[src/rtl/npu_out_arbiter.sv]
`default_nettype none
// ============================================================================
// Module   : npu_out_arbiter
// Purpose  : Round-robin write arbiter in front of the NPU's shared 8-bit
//            output FIFO. Four 16-bit result producers compete for the FIFO.
//            The arbiter accepts one word at a time over valid/ready and
//            writes it to the FIFO as two bytes. It stalls while the FIFO is
//            full and counts the words it has fully written.
// Ports    : CLKEXT        - clock, rising edge
//            RST_GLO       - synchronous active-low reset
//            EN            - arbitration enable; a word in flight still completes
//            REQ_VALID[3:0]- per-requester valid
//            REQ_DATA[63:0]- requester i word at [16i+15:16i]
//            REQ_READY[3:0]- combinational, one-hot or zero
//            FIFO_FULL     - FIFO full flag
//            FIFO_WF_EN    - combinational FIFO write enable
//            FIFO_DATA_IN  - combinational FIFO write data (0 when not writing)
//            GRANT[1:0]    - registered owner of the current or last word
//            BUSY          - registered, high in WR_HI / WR_LO
//            CLR_CNT       - synchronous clear of WORD_CNT
//            WORD_CNT[15:0]- registered count of completed words, wraps
// Revision : 1.0 - initial release
// ============================================================================
module npu_out_arbiter #(
  parameter int unsigned MSB_FIRST = 1
) (
  input  logic        CLKEXT,
  input  logic        RST_GLO,
  input  logic        EN,
  input  logic [3:0]  REQ_VALID,
  input  logic [63:0] REQ_DATA,
  output logic [3:0]  REQ_READY,
  input  logic        FIFO_FULL,
  output logic        FIFO_WF_EN,
  output logic [7:0]  FIFO_DATA_IN,
  output logic [1:0]  GRANT,
  output logic        BUSY,
  input  logic        CLR_CNT,
  output logic [15:0] WORD_CNT
);

  localparam bit C_HI_FIRST = (MSB_FIRST != 0);

  typedef enum logic [1:0] {
    ST_IDLE  = 2'd0,
    ST_WR_HI = 2'd1,
    ST_WR_LO = 2'd2
  } state_t;

  state_t      state_q, state_d;
  logic [15:0] hold_q, hold_d;
  logic [1:0]  rr_ptr_q, rr_ptr_d;
  logic [1:0]  grant_q, grant_d;
  logic        busy_q;
  logic [15:0] word_cnt_q, word_cnt_d;

  logic [1:0]  w_scan_base;
  logic [1:0]  w_pick;
  logic        w_any_valid;
  logic        w_acc;
  logic        w_wr;
  logic [7:0]  w_first_byte;
  logic [7:0]  w_second_byte;

  // When a new word is accepted in the same cycle the previous one completes,
  // rr_ptr has not yet been advanced, so the scan must start past the
  // current owner instead.
  assign w_scan_base = (state_q == ST_WR_LO) ? (grant_q + 2'd1) : rr_ptr_q;
  assign w_any_valid = |REQ_VALID;

  always_comb begin
    logic       found;
    logic [1:0] idx;
    w_pick = 2'd0;
    found  = 1'b0;
    idx    = 2'd0;
    for (int k = 0; k < 4; k++) begin
      idx = w_scan_base + 2'(k);
      if (!found && REQ_VALID[idx]) begin
        w_pick = idx;
        found  = 1'b1;
      end
    end
  end

  // RST_GLO gates the handshake and the FIFO write so nothing leaks while reset is held.
  assign w_acc = RST_GLO && EN && w_any_valid &&
                 ((state_q == ST_IDLE) || ((state_q == ST_WR_LO) && !FIFO_FULL));

  assign w_wr  = RST_GLO && !FIFO_FULL &&
                 ((state_q == ST_WR_HI) || (state_q == ST_WR_LO));

  assign w_first_byte  = C_HI_FIRST ? hold_q[15:8] : hold_q[7:0];
  assign w_second_byte = C_HI_FIRST ? hold_q[7:0]  : hold_q[15:8];

  assign REQ_READY    = w_acc ? (4'b0001 << w_pick) : 4'b0000;
  assign FIFO_WF_EN   = w_wr;
  assign FIFO_DATA_IN = !w_wr ? 8'h00 :
                        ((state_q == ST_WR_HI) ? w_first_byte : w_second_byte);

  always_comb begin
    state_d    = state_q;
    hold_d     = hold_q;
    rr_ptr_d   = rr_ptr_q;
    grant_d    = grant_q;
    word_cnt_d = word_cnt_q;

    case (state_q)
      ST_IDLE: begin
        state_d = ST_IDLE;
      end
      ST_WR_HI: begin
        if (!FIFO_FULL) begin
          state_d = ST_WR_LO;
        end
      end
      ST_WR_LO: begin
        if (!FIFO_FULL) begin
          word_cnt_d = word_cnt_q + 16'd1;
          rr_ptr_d   = grant_q + 2'd1;
          state_d    = ST_IDLE;
        end
      end
      default: begin
        state_d = ST_IDLE;
      end
    endcase

    if (w_acc) begin
      hold_d  = REQ_DATA[{w_pick, 4'd0} +: 16];
      grant_d = w_pick;
      state_d = ST_WR_HI;
    end

    // A clear beats a coincident completion.
    if (CLR_CNT) begin
      word_cnt_d = 16'd0;
    end
  end

  always_ff @(posedge CLKEXT) begin
    if (!RST_GLO) begin
      state_q    <= ST_IDLE;
      hold_q     <= 16'd0;
      rr_ptr_q   <= 2'd0;
      grant_q    <= 2'd0;
      busy_q     <= 1'b0;
      word_cnt_q <= 16'd0;
    end else begin
      state_q    <= state_d;
      hold_q     <= hold_d;
      rr_ptr_q   <= rr_ptr_d;
      grant_q    <= grant_d;
      busy_q     <= (state_d != ST_IDLE);
      word_cnt_q <= word_cnt_d;
    end
  end

  assign GRANT    = grant_q;
  assign BUSY     = busy_q;
  assign WORD_CNT = word_cnt_q;

endmodule
`default_nettype wire

[config.mk]
export PLATFORM = sky130hd
export DESIGN_NAME = npu_out_arbiter
export DESIGN_NICKNAME = d
export VERILOG_FILES = /design/src/rtl/npu_out_arbiter.sv
export SDC_FILE = /design/constraint.sdc
export NUM_CORES = 1
export LEC_CHECK = 0
export ABC_AREA = 1
export CAP_MARGIN = 20
export CORE_UTILIZATION = 24
export DETAILED_ROUTE_END_ITERATION = 10
export GPL_ROUTABILITY_DRIVEN = 0
export HOLD_SLACK_MARGIN = 0.03
export PLACE_DENSITY_LB_ADDON = 0.25
export SYNTH_ARGS = -nofsm -noshare
export SYNTH_HDL_FRONTEND = slang
export SYNTH_SLANG_ARGS = --single-unit
export TNS_END_PERCENT = 10
[constraint.sdc]
create_clock -name CLKEXT -period 3.2 [get_ports CLKEXT]
set_input_delay 0.48 -clock CLKEXT [delete_from_list [all_inputs] [get_ports CLKEXT]]
set_output_delay 0.48 -clock CLKEXT [all_outputs]
set_load 0.02 [all_outputs]
Yosys cells after proc, flatten, opt, wreduce, memory -nomap -nowiden:

Index checks and enable logic that the tools add are counted.

* $add $sub $neg: 5
* magnitude comparators: 4
* eq/ne operators: 2
* shift operators: 2
* mux-type cells: 23
* bitwise operators: 2
* reductions and logical operators: 20

Operator list (number)
* $shiftx 64x7->16: 1
* $add 16x1->16 const B: 1
* $mux 2: 8
* $mux 8: 2
* $lt 2x3->1 const B: 4
* $logic_and 1x1->1: 9
* $bmux 1 s2: 4
* $mux 1: 7
* $add 2x1->2 const B: 2
* $add 2x2->2 const B: 2
* $logic_not 1->1: 4
* $mux 4: 1
* $pmux 2 s2: 1
* $reduce_or 4->1: 1
* $shl 1x2->4 const A: 1
* $eq 2x1->1 const B: 1
* $eq 2x2->1 const B: 1
* $logic_not 2->1: 1
* $logic_or 1x1->1: 2
* $not 1->1: 2
* $reduce_and 2->1: 1
* $reduce_bool 2->1: 1
* $reduce_or 2->1: 1

* flip-flop bits (word level): 39
* input port bits: 73
* output and inout bits: 32
* word-level logic and storage cells: 64

Logic depth before layout (Yosys ltp):

Gate-level depths: netlist (run 1).

* depth in word-level cells: 16
* gate-level depth with buffers: 20
* gate-level depth less buffers: 18

Worst setup path after synthesis (run 1):

OpenSTA, ideal clock, no wires.

* kind: register to output
* start point: register state_q[0]
* end point: output REQ_READY[1]
* data arrival time: 2270 ps
* data required time: 2720 ps
* slack: 450 ps
* stages on the path, launching flop included: 18
* buffers on the path: 2
* cell sequence: dfxtp_1 -> inv_1 -> ha_1 -> buf_6 -> inv_6 -> nand2_2 -> nand2_4 -> nand2_1 -> nand2_1 -> nand2_2 -> nand2_4 -> inv_2 -> nor2_4 -> nand2_1 -> nand3_2 -> nand2_2 -> buf_2 -> nor3_1

* word-level cells in the longest chain between the ends: 16
* elaborated cells between the ends (all ways): 32

RTL lines
* start: declaration: line 50 `state_t state_q, state_d;`
* start signal: assignment: line 150 `state_q <= state_d;`
* parallel branches: the longest is 15 deep, another holds $add 2x1->2
* $mux 4 *: line 96 `assign REQ_READY = w_acc ? (4'b0001 << w_pick) : 4'b0000;`
* end: declaration: line 32 `output logic [3:0] REQ_READY,`

Mark *: on every way between the ends. The select of a mux whose other input is x is not followed.

Worst setup path after layout (run 1):

* start point: register state_q[0]
* end point: output REQ_READY[2]

Same word-level chain as after synthesis.

==> results.toml, run 1 <==
[synth]
syn_avg_cell_area_sq_um = 6.12
synthArstFlopShare = 0
syn-cell-area_sq_um = 2810
yosys-top-cells-area = "dfxtp_1 28%, nand2_1 17%, nand3_1 12%"
synthCells = 460
synth.most_common_cell = "nand2_1"
synth_top_area_cell = "dfxtp_1"
synth_top_area_frac = 0.277
synth_top_cells_by_count = "127 x nand2_1, 69 x inv_1, 67 x nand3_1"
ys_ff_latch = 39
ys_types = 35
ys_seq_area_frac = 0.277
synth_edf_count = 0
syn_nets = 537
synthFlopType = "dfxtp_1"
ys_warn_count = 0

[floorplanning]
die_w_um = 110
die_h_um = 110
start_util = 0.246
core_area_sq_um = 11400
design.die.area_sq_um = 12200
top_level_ports = 105
rows = 39

[setup_path]
r2r_start = "state_q[0]"
critPathLaunchType = "flop"
required_ps = 2720
endpoint_kind = "output port"
cp_max_fo = 7
arrival_ps = 2480
reg2reg_depth = 12
r2r_end = "hold_q[2]"
regToRegSetupSlack_ps = 540
criticalPathCategory = "reg2out"

[cts]
cts_htree_levels = 2
ctsHoldBuffers = 0
clockBufferDepth = 2
cts.sinks = 39
post-cts-setup-buffers = 0
root_buffer = "clkbuf_16"
cts_tree = "yes"
clk_latency_ps = 280
cts_inserted_buffers = 5
cts.reportedPaths.clkPinSlew_ps = 60

[hold_path]
min_path_cells = 2
hp-class = "reg2reg"
hold_path_end = "WORD_CNT[15]"
min-delay-start = "WORD_CNT[15]"

[detailed_routing]
wl_um = 7980
drt_iter0_drc = 118
drcViolationCount = 0
detail-route-antenna-nets = 0
drtPass1Iterations = 4
wl_per_cell_um = 11.0
vias_per_cell = 4.32
num_vias = 3125

[placed_design]
post-dp-hpwl_um = 6560
numPortBuffers = 104
dp_slack_ps = -60.8

[sta]
setup_violations = 0
fmax_mhz = 337
finalMaxSlewViolations = 0
hold_viol_final = 0
hold_slack_ps = 465
finalCriticalPeriod_ps = 2960
slew_headroom = 0.555
setup_ws_ps = 236
rsz0062_at_grt = "false"
final.period_utilization = 0.926
tightest_slew_ps = 662
clock_skew_ps = 4.25

[global_routing]
grt_pass1_wl_um = 13200
grt_use_met2 = 0.233
grt_max_degree = 30
antenna_found_initial = 0
grt_overflow = 0
grt_usage = 0.136
grt_pass1_vias = 2912
use_met3 = 0.0212
grtUsageMet1 = 0.176
busiest_layer = "met2"

[run]
maxCapViolCount = 0

[status]
status = "completed"

[final_layout]
antenna_cells = 0
final_core_util = 0.374
nFillCells = 1264
area_growth_pct = 51.6
nets = 656
drive_above_1_share = 0.105

[pwr]
ir_worst_vdd_mv = 0.197
leakage_nw = 1.97
powerDensity_nw_per_um2 = 327
[cells in the final DEF (no fill, tap or decap), types with 2 or more instances in the layout]
master,netlist,routed
a21oi_1,13,13
buf_4,2,21
clkbuf_16,0,5
clkbuf_2,0,2
clkdlybuf4s50_1,0,100
dfxtp_1,39,39
ha_1,4,3
inv_1,69,69
inv_2,2,2
nand2_1,127,127
nand2_2,12,12
nand2_4,4,4
nand3_1,67,67
nand3_2,5,5
nand4_1,6,6
nor2_1,42,42
nor2_4,2,2
nor3_1,8,8
nor3b_1,2,2
nor4_1,2,2
o21a_1,2,2
o21ai_0,15,15
or2_1,13,13
xor2_1,2,2
[flip-flops by register name (all words and copies together) (netlist names)]
register	count
hold_q	16
GRANT	2
WORD_CNT	16
rr_ptr_q	2
BUSY	1
state_q	2
[worst max path at each step]
stage	start	endpoint	slack, ps
2_1_floorplan	state_q[0]	REQ_READY[1]	450
3_3_place_gp	REQ_VALID[3]	REQ_READY[0]	-10
3_5_place_dp	REQ_VALID[3]	REQ_READY[0]	-60
4_1_cts	state_q[0]	REQ_READY[1]	-80
5_1_grt	state_q[0]	REQ_READY[2]	20
6_report	state_q[0]	REQ_READY[2]	240
[cell families (layout without fill, tap and decap cells)]
group / count (synthesis) / after routing / share of synthesized area
flip-flops: 39 / 39 / 0.277
AND/OR/NAND/NOR: 294 / 294 / 0.498
AO/OA/AOI/OAI: 34 / 34 / 0.0654
buffers and inverters: 86 / 206 / 0.133
adder cells (fa/ha/maj): 4 / 4 / 0.0178
XOR/XNOR: 3 / 3 / 0.00934
[through the flow]
step                total power, W  TNS [ps]  area, sq um  cells
finish                     0.00139         0         4270    723
detailed placement        0.000830     -62.1         4100    715
global route               0.00147         0         4270    723
CTS                        0.00142     -79.9         4270    723
floorplan                 0.000690         0         2810    460
global placement          0.000829     -14.1         4100    715
[cell type report]
type / instances / area (sq um) / share of cell area
Clock buffer: 6 / 139 / 0.0326
Clock inverter: 2 / 35.0 / 0.00821
Inverter: 73 / 279 / 0.0654
Multi-Input combinational cell: 335 / 1660 / 0.390
Sequential cell: 39 / 781 / 0.183
Tap cell: 143 / 179 / 0.0419
Timing Repair Buffer: 125 / 1190 / 0.279
[what timing repair did]
action / CTS / global route
hold endpoints to repair: 0 / 0
endpoints found under the setup margin: 4 / 3
resized for setup: 4 / 6
[metal layers]
layer,share of wire,up-vias
met1,0.47,1361
met4,0.012,0
met2,0.48,61
met3,0.042,8
li1,-,1695
met5,0,-
[report_power, final]
| group | internal (W) | switching (W) | total (W) |
|---|---|---|---|
| sequential | 0.000513 | 0.0000185 | 0.000532 |
| clock | 0.000387 | 0.000189 | 0.000577 |
| combinational | 0.000151 | 0.000135 | 0.000285 |
[critical path: stages, from the launching register on]
cell and delay (ps):
dfxtp_1 310, inv_1 80, ha_2 300, nand2_1 120, nand2_4 120, nand2_2 50, nand2_1 90, nand2_1 50
nand2_1 80, nand2_1 60, nor2_1 160, nand3_1 150, nand3_4 110, nand2_4 70, nor2_1 90, dlygate4sd2_1 360
Note: power is estimated with default switching activity, not from simulation.
==> run 2: changes to the inputs <==
==> constraint.sdc (replaced) <==
create_clock -name CLKEXT -period 3.2 [get_ports CLKEXT]
set_input_delay 0.96 -clock CLKEXT [delete_from_list [all_inputs] [get_ports CLKEXT]]
set_output_delay 0.96 -clock CLKEXT [all_outputs]
set_load 0.02 [all_outputs]
==> run 2 against run 1 <==
Effect of this change: total power is 3.2% higher; worst hold slack worse by 7.9 ps; final area is 11% higher; largest power group unchanged; via count is 5.4% higher; routed wire length is 8.2% higher; combinational power is 16% higher.
==> results.toml, run 2 (synthesis results as in run 1) <==
[status]
status = "completed"

[hold_path]
hp-class = "reg2reg"

[setup_path]
crit_slowest_cell = "buf_4"
arrival_ps = 2230
crit_top_cell = "nand2_4"
slowest_delay_ps = 170
required_ps = 2240
critPathLaunchType = "primary input"
path_cells = "buf_2 > inv_1 > nand2_2 > nand2_4 > nand2_4 > nand2_4 > buf_6 > nand3_4 > nand2_1 > nand2_2 > nand3_4 > nor3_2 > buf_4"
cp_max_fo = 5
criticalPathCategory = "in2out"
endpoint_kind = "output port"

[placed_design]
place_area_sq_um = 4270
numPortBuffers = 104
post-dp-hpwl_um = 6740
dp.cells = 736

[final_layout]
layout_commonest_cell = "nand2_1"
final_core_util = 0.416
nFillCells = 1207
drive_above_1_share = 0.241
nets = 686
fin_cells = 754
design_area_sq_um = 4750
layout_common_cells = "113 x nand2_1, 84 x clkdlybuf4s50_1, 61 x inv_1"
area_growth_pct = 68.8

[global_routing]
grt_overflow = 0
grtUsageMet1 = 0.171
grt_pass1_wl_um = 13800
grt_max_degree = 29
antenna_found_initial = 1
busiest_layer = "met2"
use_met3 = 0.0270
grt_pass1_vias = 3108
grt_usage = 0.143
grt_use_met2 = 0.254

[detailed_routing]
drtPass1Iterations = 4
detail-route-antenna-nets = 0
wl_um = 8630
wl_per_cell_um = 11.5
num_vias = 3293
vias_per_cell = 4.37
drcViolationCount = 0
drt_iter0_drc = 96

[floorplanning]
core_area_sq_um = 11400
die_w_um = 110
top_level_ports = 105
start_util = 0.246
die_h_um = 110
rows = 39
design.die.area_sq_um = 12200

[sta]
clock_skew_ps = 3.77
fmax_mhz = 314
setup_violations = 0
finalMaxSlewViolations = 0
rsz0062_at_grt = "true"
slew_headroom = 0.599
tightest_slew_ps = 600
finalCriticalPeriod_ps = 3190
final.period_utilization = 0.997
hold_viol_final = 0

[cts]
root_buffer = "clkbuf_16"
cts_inserted_buffers = 5
ctsHoldBuffers = 0
cts.reportedPaths.clkPinSlew_ps = 50
clk_latency_ps = 280
cts.sinks = 39
clockBufferDepth = 2
cts_htree_levels = 2
cts_tree = "yes"

[run]
maxCapViolCount = 0

[pwr]
ir_worst_vdd_mv = 0.208
powerDensity_nw_per_um2 = 303
leakage_nw = 2.19
==> run 2: cell count changes in the layout (fill, tap and decap cells not counted), moves of 4 or more <==
cell             delta
nand2_1            -14
clkdlybuf4s50_1    -16
buf_6               +4
inv_2               +9
inv_1               -8
nor2_1              -4
nand3_1             -8
buf_4              +29
nand2_4             +9
buf_2               +5
nand3_4             +4
nand3_2             +4
clkdlybuf4s15_2     +8
==> run 2: layout make-up <==
cell class / instances / area, sq um / area share
Clock inverter: 2 / 35.0 / 0.00738
Clock buffer: 6 / 139 / 0.0292
Inverter: 73 / 279 / 0.0587
Antenna cell: 1 / 2.50 / 0.000527
Tap cell: 143 / 179 / 0.0377
Multi-Input combinational cell: 335 / 1910 / 0.402
Sequential cell: 39 / 783 / 0.165
Timing Repair Buffer: 155 / 1420 / 0.300
==> run 2: worst max-delay path: cells and delay by family <==
family	cells	cell delay [ps]
buf+inv	4	490
simple gates	9	760
==> run 2: timing repair <==
item	4_1_cts	5_1_grt
buffers inserted	4	5
pin swaps	12	17
gates resized for setup	87	47
setup endpoints to repair	13	4
==> run 2: stage by stage <==
stage / TNS (ps) / hold WS [ps] / worst slack [ps] / total power [W]
2_1_floorplan: -150 / 426 / -43.0 / 0.000691
3_3_place_gp: -7790 / 451 / -914 / 0.000850
3_5_place_dp: -9200 / 458 / -930 / 0.000853
4_1_cts: -25.7 / 466 / -25.7 / 0.00144
5_1_grt: -250 / 499 / -81.2 / 0.00152
6_report: 0 / 457 / 10.7 / 0.00144
==> run 2: final timing paths <==
kind              depth (start not counted)         start  slack, ps      endpoint
setup / recovery                         13  REQ_VALID[0]         10  REQ_READY[0]
setup reg to reg                         17    state_q[0]        680     hold_q[1]
hold reg to reg                           2  WORD_CNT[15]        460  WORD_CNT[15]
hold / removal                            2  WORD_CNT[15]        460  WORD_CNT[15]
==> run 2: routing by layer <==
metal | vias up | routed length, um
met5 | - | 0
met2 | 71 | 4390
met4 | 0 | 159
met1 | 1464 | 3670
met3 | 9 | 423
li1 | 1749 | -
==> run 2: where the power goes <==
part           switching, W  internal [W]
sequential        0.0000184      0.000513
combinational      0.000153      0.000178
clock              0.000188      0.000387
total              0.000360       0.00108
